## config.mk

```make
export PLATFORM = sky130hd
export DESIGN_NAME = sram_fifo_ctrl
export DESIGN_NICKNAME = d
export VERILOG_FILES = /design/src/rtl/sram_fifo_pkg.sv /design/src/rtl/sram_r1_w1_rw0.sv /design/src/rtl/sram_fifo_ctrl.sv
export SDC_FILE = /design/constraint.sdc
export NUM_CORES = 1
export LEC_CHECK = 0
export CELL_PAD_IN_SITES_DETAIL_PLACEMENT = 1
export CELL_PAD_IN_SITES_GLOBAL_PLACEMENT = 1
export CORE_MARGIN = 8
export CORE_UTILIZATION = 45
export CTS_CLUSTER_SIZE = 14
export DETAILED_ROUTE_END_ITERATION = 10
export PLACE_DENSITY_LB_ADDON = 0.2
export SYNTH_ARGS = -nofsm -noshare
export SYNTH_HDL_FRONTEND = slang
export SYNTH_SLANG_ARGS = --single-unit
```

## constraint.sdc

```tcl
create_clock -name clk -period 3.47 [get_ports clk]
set_input_delay 0.347 -clock clk [delete_from_list [all_inputs] [get_ports clk]]
set_output_delay 0.347 -clock clk [all_outputs]
set_load 0.1 [all_outputs]
```

## src/rtl/sram_fifo_pkg.sv

```systemverilog
// sram_fifo_pkg: shared constants and helpers for the SRAM-backed FIFO controller
package sram_fifo_pkg;
  localparam int OB_DEPTH = 2;
  function automatic int occWidth(input int depth);
    return $clog2(depth) + 2;
  endfunction
endpackage

```

## src/rtl/sram_r1_w1_rw0.sv

```systemverilog
// sram_r1_w1_rw0: one write port, one synchronous read port (data one cycle after address)
module sram_r1_w1_rw0 #(
  parameter int WIDTH = 8,
  parameter int DEPTH = 64,
  parameter int LG_DEPTH = 6,
  parameter int INIT_VAL = 0
) (
  input  logic                clk,
  input  logic                io_weW_0,
  input  logic [LG_DEPTH-1:0] io_addrW_0,
  input  logic [WIDTH-1:0]    io_dinW_0,
  input  logic [LG_DEPTH-1:0] io_addrR_0,
  output logic [WIDTH-1:0]    io_doutR_0
);
  logic [WIDTH-1:0] mem [DEPTH];
  // power-up value of the read register; the array itself is never cleared
  logic [WIDTH-1:0] doutQ = WIDTH'(INIT_VAL);
  always_ff @(posedge clk) begin
    if (io_weW_0) mem[io_addrW_0] <= io_dinW_0;
    doutQ <= mem[io_addrR_0];
  end
  assign io_doutR_0 = doutQ;
endmodule

```

## src/rtl/sram_fifo_ctrl.sv

```systemverilog
// sram_fifo_ctrl: ready/valid FIFO over a 1R1W SRAM with a 2-entry registered output buffer.
// Define SRAM_FIFO_CTRL_HWM_EN to add the io_hwm occupancy high-water-mark port.
module sram_fifo_ctrl
  import sram_fifo_pkg::*;
#(
  parameter int WIDTH = 8,
  parameter int DEPTH = 64,
  parameter int LG_DEPTH = 6
) (
  input  logic                clk,
  input  logic                reset_n,
  input  logic                io_enq_valid,
  output logic                io_enq_ready,
  input  logic [WIDTH-1:0]    io_enq_bits,
  output logic                io_deq_valid,
  input  logic                io_deq_ready,
  output logic [WIDTH-1:0]    io_deq_bits,
  output logic [LG_DEPTH+1:0] io_count
`ifdef SRAM_FIFO_CTRL_HWM_EN
  ,output logic [LG_DEPTH+1:0] io_hwm
`endif
);
  localparam int CW = occWidth(DEPTH);
  logic [LG_DEPTH-1:0] wrPtr, rdPtr;
  logic [LG_DEPTH:0] sramCnt;
  logic inflight;
  logic [1:0] obCnt, popped, obCntNext;
  logic [WIDTH-1:0] obHead, obTail, obHeadNext, obTailNext, doutR;
  logic [2:0] obNeed;
  logic enqFire, deqFire, rdIssue;
  sram_r1_w1_rw0 #(
    .WIDTH(WIDTH),
    .DEPTH(DEPTH),
    .LG_DEPTH(LG_DEPTH),
    .INIT_VAL(0)
  ) u_sram (
    .clk(clk),
    .io_weW_0(enqFire),
    .io_addrW_0(wrPtr),
    .io_dinW_0(io_enq_bits),
    .io_addrR_0(rdPtr),
    .io_doutR_0(doutR)
  );
  assign io_enq_ready = sramCnt != (LG_DEPTH+1)'(DEPTH);
  assign io_deq_valid = obCnt != 2'd0;
  assign io_deq_bits = obHead;
  assign io_count = CW'(sramCnt) + CW'(inflight) + CW'(obCnt);
  // a read is only issued when its returning word is guaranteed a buffer slot
  always_comb begin
    enqFire = io_enq_valid & io_enq_ready;
    deqFire = io_deq_valid & io_deq_ready;
    obNeed = 3'(obCnt) + 3'(inflight) - 3'(deqFire);
    rdIssue = (sramCnt != '0) && (obNeed < 3'(OB_DEPTH));
    popped = obCnt - 2'(deqFire);
    obHeadNext = (inflight && popped == 2'd0) ? doutR : deqFire ? obTail : obHead;
    obTailNext = (inflight && popped != 2'd0) ? doutR : obTail;
    obCntNext = popped + 2'(inflight);
  end
  always_ff @(posedge clk or negedge reset_n) begin
    if (!reset_n) begin
      wrPtr <= '0;
      rdPtr <= '0;
      sramCnt <= '0;
      inflight <= 1'b0;
      obCnt <= '0;
      obHead <= '0;
      obTail <= '0;
    end else begin
      wrPtr <= wrPtr + LG_DEPTH'(enqFire);
      rdPtr <= rdPtr + LG_DEPTH'(rdIssue);
      sramCnt <= sramCnt + (LG_DEPTH+1)'(enqFire) - (LG_DEPTH+1)'(rdIssue);
      inflight <= rdIssue;
      obCnt <= obCntNext;
      obHead <= obHeadNext;
      obTail <= obTailNext;
    end
  end
`ifdef SRAM_FIFO_CTRL_HWM_EN
  always_ff @(posedge clk or negedge reset_n) begin
    if (!reset_n) io_hwm <= '0;
    else if (io_count > io_hwm) io_hwm <= io_count;
  end
`endif
endmodule

```

Yosys cells after proc, flatten, opt, wreduce, memory -nomap -nowiden
Memories as Yosys holds them, arrays and structs flattened. A register that Yosys moved wholly into a read port is not among the register bits.
Cells that the tools add are included.
{"block": "word_totals", "latchBits": 0, "elab_cells": 34, "regBits": 38, "inputBits": 12, "n_memories": 1, "output_inout_bits": 18, "romBits": 0, "ram_bits": 512}
{"block": "classes", "n_div": 0, "n_lt_le_gt_ge": 1, "multipliers": 0, "addsub": 10, "n_reduce_logical": 8, "bitwise_logic": 2, "shifts": 0, "eq_ne": 1, "mux": 4}
{"memory": "u_sram.mem", "depth": 64, "width": 8, "rd": 1, "rd_ports_with_merged_regs": 1, "write_ports": 1, "line": "sram_r1_w1_rw0.sv:15", "rtl": "logic [WIDTH-1:0] mem [DEPTH];"}
{"cell": "two-way mux 8 bit", "count": 2}
{"cell": "adder 6 x 1 -> 6 bit", "count": 2}
{"cell": "adder 7 x 1 -> 8 bit", "count": 1}
{"cell": "adder 8 x 2 -> 8 bit", "count": 1}
{"cell": "adder 7 x 1 -> 7 bit", "count": 1}
{"cell": "inequality test 7 bit, second input constant", "count": 1}
{"cell": "nonzero test 7 bit", "count": 1}
{"cell": "subtractor 7 x 1 -> 7 bit", "count": 1}
{"cell": "nonzero test 2 bit", "count": 3}
{"cell": "adder 2 x 1 -> 3 bit", "count": 1}
{"cell": "logical AND 1 bit", "count": 3}
{"cell": "< comparator 3 x 2 -> 1 bit, second input constant", "count": 1}
{"cell": "subtractor 3 x 1 -> 3 bit", "count": 1}
{"cell": "adder 2 x 1 -> 2 bit", "count": 1}
{"cell": "AND 1 bit", "count": 2}
{"cell": "logical NOT 2 bit", "count": 1}
{"cell": "two-way mux 1 bit", "count": 2}
{"cell": "subtractor 2 x 1 -> 2 bit", "count": 1}

Depth between registers and ports, before layout
Gate-level depths: netlist (run 1).
{"block": "logic_depth", "word_depth": 6, "ltp_mapped": 19}

By module
Synthesis (run 1) repeated with hierarchy kept, for this count alone.
{"block": "unflattened", "cells_unflattened": 1122, "hier_area_um2": 22237.6}
{"module": "sram_r1_w1_rw0", "cells_each": 940, "area_per_inst_um2": 20166.8, "seq_area_each_um2": 15534.9, "n_inst": 1}
{"module": "sram_fifo_ctrl", "cells_each": 182, "area_per_inst_um2": 2070.7, "seq_area_each_um2": 950.9, "n_inst": 1}

Worst setup path after synthesis (run 1)
Ideal clock, no wire load.
{"block": "synth_path", "kind": "reg-to-reg", "start": "register obCnt[1]", "end": "register sramCnt[6]", "setup_slack_ns": -0.992, "t_arrival_ns": 4.339, "n_path_buf": 0, "path_stages_with_launch": 20, "cell_sequence": "dfrtp_1 inv_1 nand2_1 nand2_1 inv_1 ha_1 inv_1 nand2_1 fa_1 xnor2_1 o211a_1 ha_1 inv_1 ha_1 fa_1 a21oi_1 o21bai_1 a21oi_1 o21bai_1 xnor2_1"}
{"block": "synth_between", "elab_chain_cells": 6, "elab_cells_between_ends": 7}
{"item": "start, declared", "line": "sram_fifo_ctrl.sv:27", "rtl": "logic [1:0] obCnt, popped, obCntNext;"}
{"item": "start signal, assigned", "line": "sram_fifo_ctrl.sv:73", "rtl": "obCnt <= obCntNext;"}
{"item": "nonzero test 2 bit", "line": "sram_fifo_ctrl.sv:45", "rtl": "assign io_deq_valid = obCnt != 2'd0;"}
{"item": "via io_deq_valid", "line": "sram_fifo_ctrl.sv:15", "rtl": "output logic io_deq_valid,"}
{"item": "AND 1 bit", "line": "sram_fifo_ctrl.sv:51", "rtl": "deqFire = io_deq_valid & io_deq_ready;"}
{"item": "subtractor 3 x 1 -> 3 bit", "line": "sram_fifo_ctrl.sv:52", "rtl": "obNeed = 3'(obCnt) + 3'(inflight) - 3'(deqFire);"}
{"item": "< comparator 3 x 2 -> 1 bit", "line": "sram_fifo_ctrl.sv:53", "rtl": "rdIssue = (sramCnt != '0) && (obNeed < 3'(OB_DEPTH));"}
{"item": "logical AND 1 bit", "line": "sram_fifo_ctrl.sv:53"}
{"item": "via rdIssue", "line": "sram_fifo_ctrl.sv:30", "rtl": "logic enqFire, deqFire, rdIssue;"}
{"item": "subtractor 7 x 1 -> 7 bit", "line": "sram_fifo_ctrl.sv:71", "rtl": "sramCnt <= sramCnt + (LG_DEPTH+1)'(enqFire) - (LG_DEPTH+1)'(rdIssue);"}
{"item": "end signal, assigned", "line": "sram_fifo_ctrl.sv:71"}
{"item": "end, declared", "line": "sram_fifo_ctrl.sv:25", "rtl": "logic [LG_DEPTH:0] sramCnt;"}
The timed path passes the listed nets, and every way through them passes these cells.
A chain may end at the register's enable or synchronous reset.

Worst setup path in the final report (run 1)
{"block": "layout_path", "start": "register obCnt[1]", "end": "register sramCnt[6]"}
{"block": "layout_between", "elab_chain_cells": 6, "elab_cells_between_ends": 7}
{"item": "parallel branches: the longest is 2 deep, another holds adder 2 x 1 -> 3 bit"}
{"item": "subtractor 3 x 1 -> 3 bit *", "line": "sram_fifo_ctrl.sv:52"}
{"item": "< comparator 3 x 2 -> 1 bit *", "line": "sram_fifo_ctrl.sv:53"}
{"item": "logical AND 1 bit *", "line": "sram_fifo_ctrl.sv:53"}
{"item": "via rdIssue", "line": "sram_fifo_ctrl.sv:30"}
{"item": "subtractor 7 x 1 -> 7 bit *", "line": "sram_fifo_ctrl.sv:71"}
Mark *: on every way through the listed nets, which the timed path passes.

==> results.cfg, run 1 <==
[logic_synthesis]
yosysSeqAreaShare = 0.744
synth_area_mm2 = 0.0221
syn_nets = 1228
yosysTopAreaCell = edfxtp_1
ys.flop_type = edfxtp_1
synth_area_leaders = edfxtp_1 69%, mux4_2 6.5%, mux2i_1 6.1%
postSynthCellCount = 1191
synth-async-reset-ratio = 0.0681
yosysWarnings = 0
ys_top_cells_by_count = 512 x edfxtp_1, 136 x mux2i_1, 70 x nor2_1
syn_area_per_cell_um2 = 18.6
synth-edff-count = 512
synth_cell_types = 44
synth_top_area_share = 0.694
synth.most_common_cell = edfxtp_1
ys_ff_latch = 558

[global_route]
track_usage = 0.189
grt_overflow = 0
grt_pass1_wl_mm = 79.7
grt_pass1_vias = 12400
antenna_found_initial = 1
grt_max_degree = 54

[cts]
clockBufferDepth = 3
clock_latency_ns = 0.62
htreeDepth = 2
cts_tree = yes
cts.sink_count = 558
clkTransAtPathRegs_ns = 0.06
root_buffer = clkbuf_16
cts_made_buffers = 57

[die]
fp.dieH_um = 238
die_w_um = 238
io_pins = 30
core-area_mm2 = 0.0487
die_area_mm2 = 0.0566
rows = 81
initial_utilization = 0.454

[placed_design]
port_buffers = 29
dpl-instance-area_mm2 = 0.0238
dp_hpwl_mm = 34.0
globalplace.congestion = 0.781

[power_and_ir_drop]
p_per_area_mw_per_mm2 = 863
ir_worst_vdd_v = 0.000447
p_leak_nw = 8.82

[sta]
hold_viol_final = 0
final-setup-viol-count = 0
tns_ns = 0
period_needed_ns = 3.27
skew_ns = 0.0262
finalCritPeriodShare = 0.941
slew_headroom = 0.224
tightest_slew_ns = 1.16
drv_slew = 0
max_freq_ghz = 0.306
whs_ns = 0.268

[critical_path]
crit_path_start = obCnt[1]
path_cells = inv_4 > nand2_8 > nand2_8 > inv_1 > ha_4 > inv_2 > nand2_2 > fa_2 > xnor2_1 > o211a_1 > ha_1 > inv_1 > ha_2 > fa_2 > a21oi_2 > o21bai_1 > a21oi_1 > o21bai_1 > xnor2_1
crit_path_end_kind = register
critical_path_class = register to register
max_stage_delay_ns = 0.42
start_kind = register
rrSetupSlack_ns = 0.20
arrival_ns = 3.75
worstReg2RegStart = obCnt[1]
critPathCapture = sramCnt[6]
slowest_stage = dfrtp_2
cp_max_fo = 2
reg2regPathDepth = 19
r2r_end = sramCnt[6]
required_ns = 3.95

[status]
status = complete, no violations

[detailed_routing]
wl_per_cell_um = 26.0
routed_wl_mm = 53.2
drt_pass1_iterations = 5
drc_errors = 0
vias = 11400
drtAntennaViolNets = 0
drt_iter0_drc = 783
via_per_inst = 5.59

[hold_path]
hold_path.class = input port to register
hold_path_depth = 1

[cells_and_area]
drive_above_1_share = 0.229
area_growth_pct = 15.7
layout.nets = 1376
final_area_mm2 = 0.0256
fillCellCount = 4442
insertedDiodeCount = 0

[run]
cap_violations = 0
==> cells in the final DEF, fill, tap and decap left out, drive strengths merged, types with 9 or more instances in the layout <==
cell type      synthesis  routed
inv                   20      22
clkinv                 0      18
buf                   35     144
o22ai                 16      16
nor2                  70      70
clkdlybuf4s50          0      11
edfxtp               512     512
clkbuf                32      79
a211oi                16      16
mux4                  64      64
mux2i                136     136
dfrtp                 38      38
o21ai                 42      42
ha                    21      21
o221ai                16      16
xor2                   9       9
nand3                 11      11
a21o                   9       9
nand2                 18      18
xnor2                 11      11
a221oi                40      40
a21oi                 20      20
==> sequential cells by signal (all words and copies together) (netlist names) <==
register,flops
u_sram.mem,512
io_deq_bits,8
obTail,8
u_sram.io_doutR_0,8
sramCnt,7
rdPtr,6
wrPtr,6
obCnt,2
inflight,1
==> final cells by class <==
class	instances	area [um^2]	area share
Inverter	20	77.6	0.00303
Clock inverter	22	173	0.00674
Tap cell	664	831	0.0324
Clock buffer	79	1610	0.0628
Timing Repair Buffer	156	1220	0.0474
Sequential cell	558	16500	0.643
Multi-Input combinational cell	546	5240	0.204
==> how the worst min path moves through the flow <==
stage,from,end,slack (ns)
after floorplan,reset_n,inflight,0.05
after global placement,u_sram.io_doutR_0[7],io_deq_bits[7],0.45
after detailed placement,u_sram.io_doutR_0[0],io_deq_bits[0],0.46
after CTS,io_enq_bits[5],u_sram.mem[58][5],0.26
after global routing,io_enq_bits[5],u_sram.mem[12][5],0.28
final,io_enq_bits[5],u_sram.mem[13][5],0.27
==> per-stage QoR <==
step           instances  setup WS, ns  total power, W   util
6_report            2045         0.204          0.0221  0.526
5_1_grt             2045       -0.0151          0.0231  0.526
4_1_cts             2041         0.107          0.0223  0.525
3_5_place_dp        1939        -0.184          0.0164  0.488
3_3_place_gp        1939        -0.125          0.0162  0.488
2_1_floorplan       1191        0.0410          0.0138      -
==> layer usage <==
layer	wire, um	track usage
met1	23300	0.257
met2	26000	0.310
met3	2580	0.0326
met4	1400	0.0584
met5	0	0
==> worst max-delay path, delay by kind of cell, from the launching register on <==
kind,cells,cell delay [ns]
AND/OR/NAND/NOR,3,0.17
buffers and inverters,4,0.24
XOR/XNOR,2,0.27
flip-flops,1,0.42
AO/OA/AOI/OAI,5,0.61
adder cells (fa/ha/maj),5,1.43
==> power breakdown <==
part	internal [W]	switching [W]	total, W
Sequential	0.00787	0.000475	0.00835
Clock	0.00337	0.00248	0.00584
Combinational	0.00302	0.00492	0.00794
Total	0.0143	0.00787	0.0221
==> cell families (layout without fill, tap and decap cells) <==
family | Yosys count | in the layout | share of synthesized area
DFF | 558 | 558 | 0.744
AOI/OAI and AO/OA | 173 | 173 | 0.0558
and+or+nand+nor | 120 | 120 | 0.0238
buffers and inverters | 87 | 277 | 0.0220
adders and majority gates | 25 | 25 | 0.0155
muxes | 208 | 208 | 0.131
xor gates and xnor gates | 20 | 20 | 0.00791
==> repair_timing <==
| item | 4_1_cts | 5_1_grt |
|---|---|---|
| buffers inserted | 0 | 4 |
| hold endpoints to repair | 38 | 0 |
| resized for setup | 0 | 4 |
| setup endpoints to repair | 0 | 1 |
| hold buffers | 1 | 0 |
Power figures use the tool's default switching activity.
==> run 2: changes to the inputs <==
--- a/config.mk
+++ b/config.mk
@@ -14,4 +14,5 @@
 export PLACE_DENSITY_LB_ADDON = 0.2
 export SYNTH_ARGS = -nofsm -noshare
 export SYNTH_HDL_FRONTEND = slang
+export SYNTH_HIERARCHICAL = 1
 export SYNTH_SLANG_ARGS = --single-unit
==> run 2 against run 1 <==
  * Critical path type unchanged
  * Highest routed layer unchanged
  * Hold slack better by 0.033 ns
  * Sequential power up 2%
  * Register-to-register slack worse by 0.08 ns
  * Count of clock-buffer cells in the layout down 2
  * Critical endpoint is now u_sram/mem[0][1]
  * Sequential share of layout area up 0.28 points
  * Sequential cell count unchanged
==> results.cfg, run 2 <==
[placed_design]
globalplace.congestion = 0.843
dpl-instance-area_mm2 = 0.0238
dp.cells = 1864
port_buffers = 29
dp_hpwl_mm = 33.2

[logic_synthesis]
synth_area_leaders = edfxtp_1 69%, mux4_2 13%, dfrtp_1 4.3%
syn_nets = 1159
yosysSeqAreaShare = 0.741
synth_cell_types = 59
synth_top_area_share = 0.691
ys_top_cells_by_count = 512 x edfxtp_1, 126 x mux4_2, 95 x nor2_1
synth.most_common_cell = edfxtp_1
ys.flop_type = edfxtp_1
synth-async-reset-ratio = 0.0681
yosysWarnings = 6
synth_area_mm2 = 0.0222
ys_ff_latch = 558
syn_area_per_cell_um2 = 19.8
synth-edff-count = 512
postSynthCellCount = 1122
yosysTopAreaCell = edfxtp_1

[status]
status = complete, no violations

[critical_path]
max_stage_delay_ns = 0.77
critical_path_class = register to register
rrSetupSlack_ns = 0.13
start_kind = register
worst_path_most_repeated_cell = nand2_1
path_cells = inv_1 > ha_1 > nor4bb_1 > nand2_1 > and2_1 > nor2b_1 > nand2_1 > nor2_1
required_ns = 3.69
slowest_stage = nor2_1
arrival_ns = 3.57
crit_path_end_kind = register
cp_max_fo = 8
reg2regPathDepth = 8

[detailed_routing]
via_per_inst = 5.66
routed_wl_mm = 51.6
wl_per_cell_um = 26.2
drt_pass1_iterations = 5
drtAntennaViolNets = 0
drc_errors = 0
drt_iter0_drc = 1009
vias = 11100

[cells_and_area]
largest_reg_flops = 512
layout.nets = 1297
area_growth_pct = 14.8
drive_above_1_share = 0.273
final_area_mm2 = 0.0255
regMostFlops = u_sram/mem
final_cell_mix = 512 x edfxtp_1, 126 x mux4_2, 107 x buf_4
final_common_cell = edfxtp_1
insertedDiodeCount = 0
fin_cells = 1967
fillCellCount = 4453
postLayoutCoreUtil = 0.523

[cts]
clock_latency_ns = 0.60
cts_setup_buffers = 0
htreeDepth = 2
root_buffer = clkbuf_16
cts_made_buffers = 57
clkTransAtPathRegs_ns = 0.06
cts.sink_count = 558
cts_tree = yes
clockBufferDepth = 3

[sta]
slew_headroom = 0.202
tightest_slew_ns = 1.20
finalCritPeriodShare = 0.963
tns_ns = 0
drv_slew = 0
period_needed_ns = 3.34
max_freq_ghz = 0.299
final-setup-viol-count = 0
hold_viol_final = 0
skew_ns = 0.0139
grt_setup_unrepaired = true

[power_and_ir_drop]
finalPower_w = 0.0217
p_per_area_mw_per_mm2 = 851
ir_worst_vdd_v = 0.000463
p_leak_nw = 8.43

[global_route]
grt_overflow = 0
grt_max_degree = 65
grt_pass1_vias = 11800
antenna_found_initial = 0
grt_pass1_wl_mm = 77.7
track_usage = 0.184

[die]
initial_utilization = 0.455
core-area_mm2 = 0.0488
die_w_um = 238
fp.dieH_um = 238
rows = 81
io_pins = 30
die_area_mm2 = 0.0568

[hold_path]
hold_path_depth = 1
hold_path.class = input port to register

[run]
cap_violations = 0
[run 2: changes by cell type after synthesis, sizes merged, moves of 11 or more]
cell and delta:
a211oi -11, a221oi -34, clkbuf -15, mux2 +13, mux2i -105, mux4 +62
nor2 +25, o21ai -35
[run 2: layout make-up]
cell class / instances / area (um^2) / share of cell area
clock buffer: 77 / 1550 / 0.0609
tap: 664 / 831 / 0.0325
timing repair buffer: 132 / 1050 / 0.0411
inverter: 18 / 67.6 / 0.00265
sequential: 558 / 16500 / 0.646
clock inverter: 25 / 138 / 0.00539
multi-input combinational: 493 / 5400 / 0.211
[run 2: power breakdown]
group          internal (W)  switching (W)  leakage, nW
sequential          0.00787       0.000656         5.12
clock               0.00318        0.00245        0.824
combinational       0.00309        0.00446         2.49
[run 2: critical path, delay by kind of cell (launching register included)]
kind                       cells  cell delay (ns)
DFF                            1             0.46
adders and majority gates      1             0.18
and+or+nand+nor                6             2.21
buffers and inverters          1             0.10
[run 2: logic make-up after synthesis]
| group | after synthesis | synth area share |
|---|---|---|
| flip-flops | 558 | 0.741 |
| AND/OR/NAND/NOR | 194 | 0.0408 |
| multiplexers | 178 | 0.152 |
| AO/OA/AOI/OAI | 78 | 0.0254 |
| buffers and inverters | 71 | 0.0177 |
| adder cells (fa/ha/maj) | 25 | 0.0154 |
| XOR/XNOR | 18 | 0.00709 |
[run 2: repair_timing]
action                                  CTS  global route
gates resized for setup                   0             9
endpoints found under the hold margin    38             0
endpoints found under the setup margin    0            11
hold buffers                              1             0
[run 2: final timing paths]
check	start	endpoint
max in group asynchronous	reset_n	rdPtr[1]
worst min register to register	u_sram/io_doutR_0[7]	io_deq_bits[7]
worst min-delay path	io_enq_bits[7]	u_sram/mem[55][7]
worst max-delay path	sramCnt[3]	u_sram/mem[0][1]
worst max register to register	sramCnt[3]	u_sram/mem[0][1]
min in group asynchronous	reset_n	sramCnt[2]
[run 2: through the flow]
stage          hold slack (ns)  setup slack [ns]
5_1_grt                  0.295          -0.00519
4_1_cts                  0.289            0.0431
6_report                 0.301             0.129
3_3_place_gp             0.469            -0.118
3_5_place_dp             0.483            -0.172
2_1_floorplan           0.0514            0.0111
[run 2: per-layer routing]
layer / share of wire / GRT usage / vias to the layer above
met5: 0 / 0 / -
met4: 0.031 / 0.0629 / 0
met3: 0.046 / 0.0320 / 93
met2: 0.46 / 0.282 / 266
met1: 0.46 / 0.265 / 5951
li1: - / - / 4821
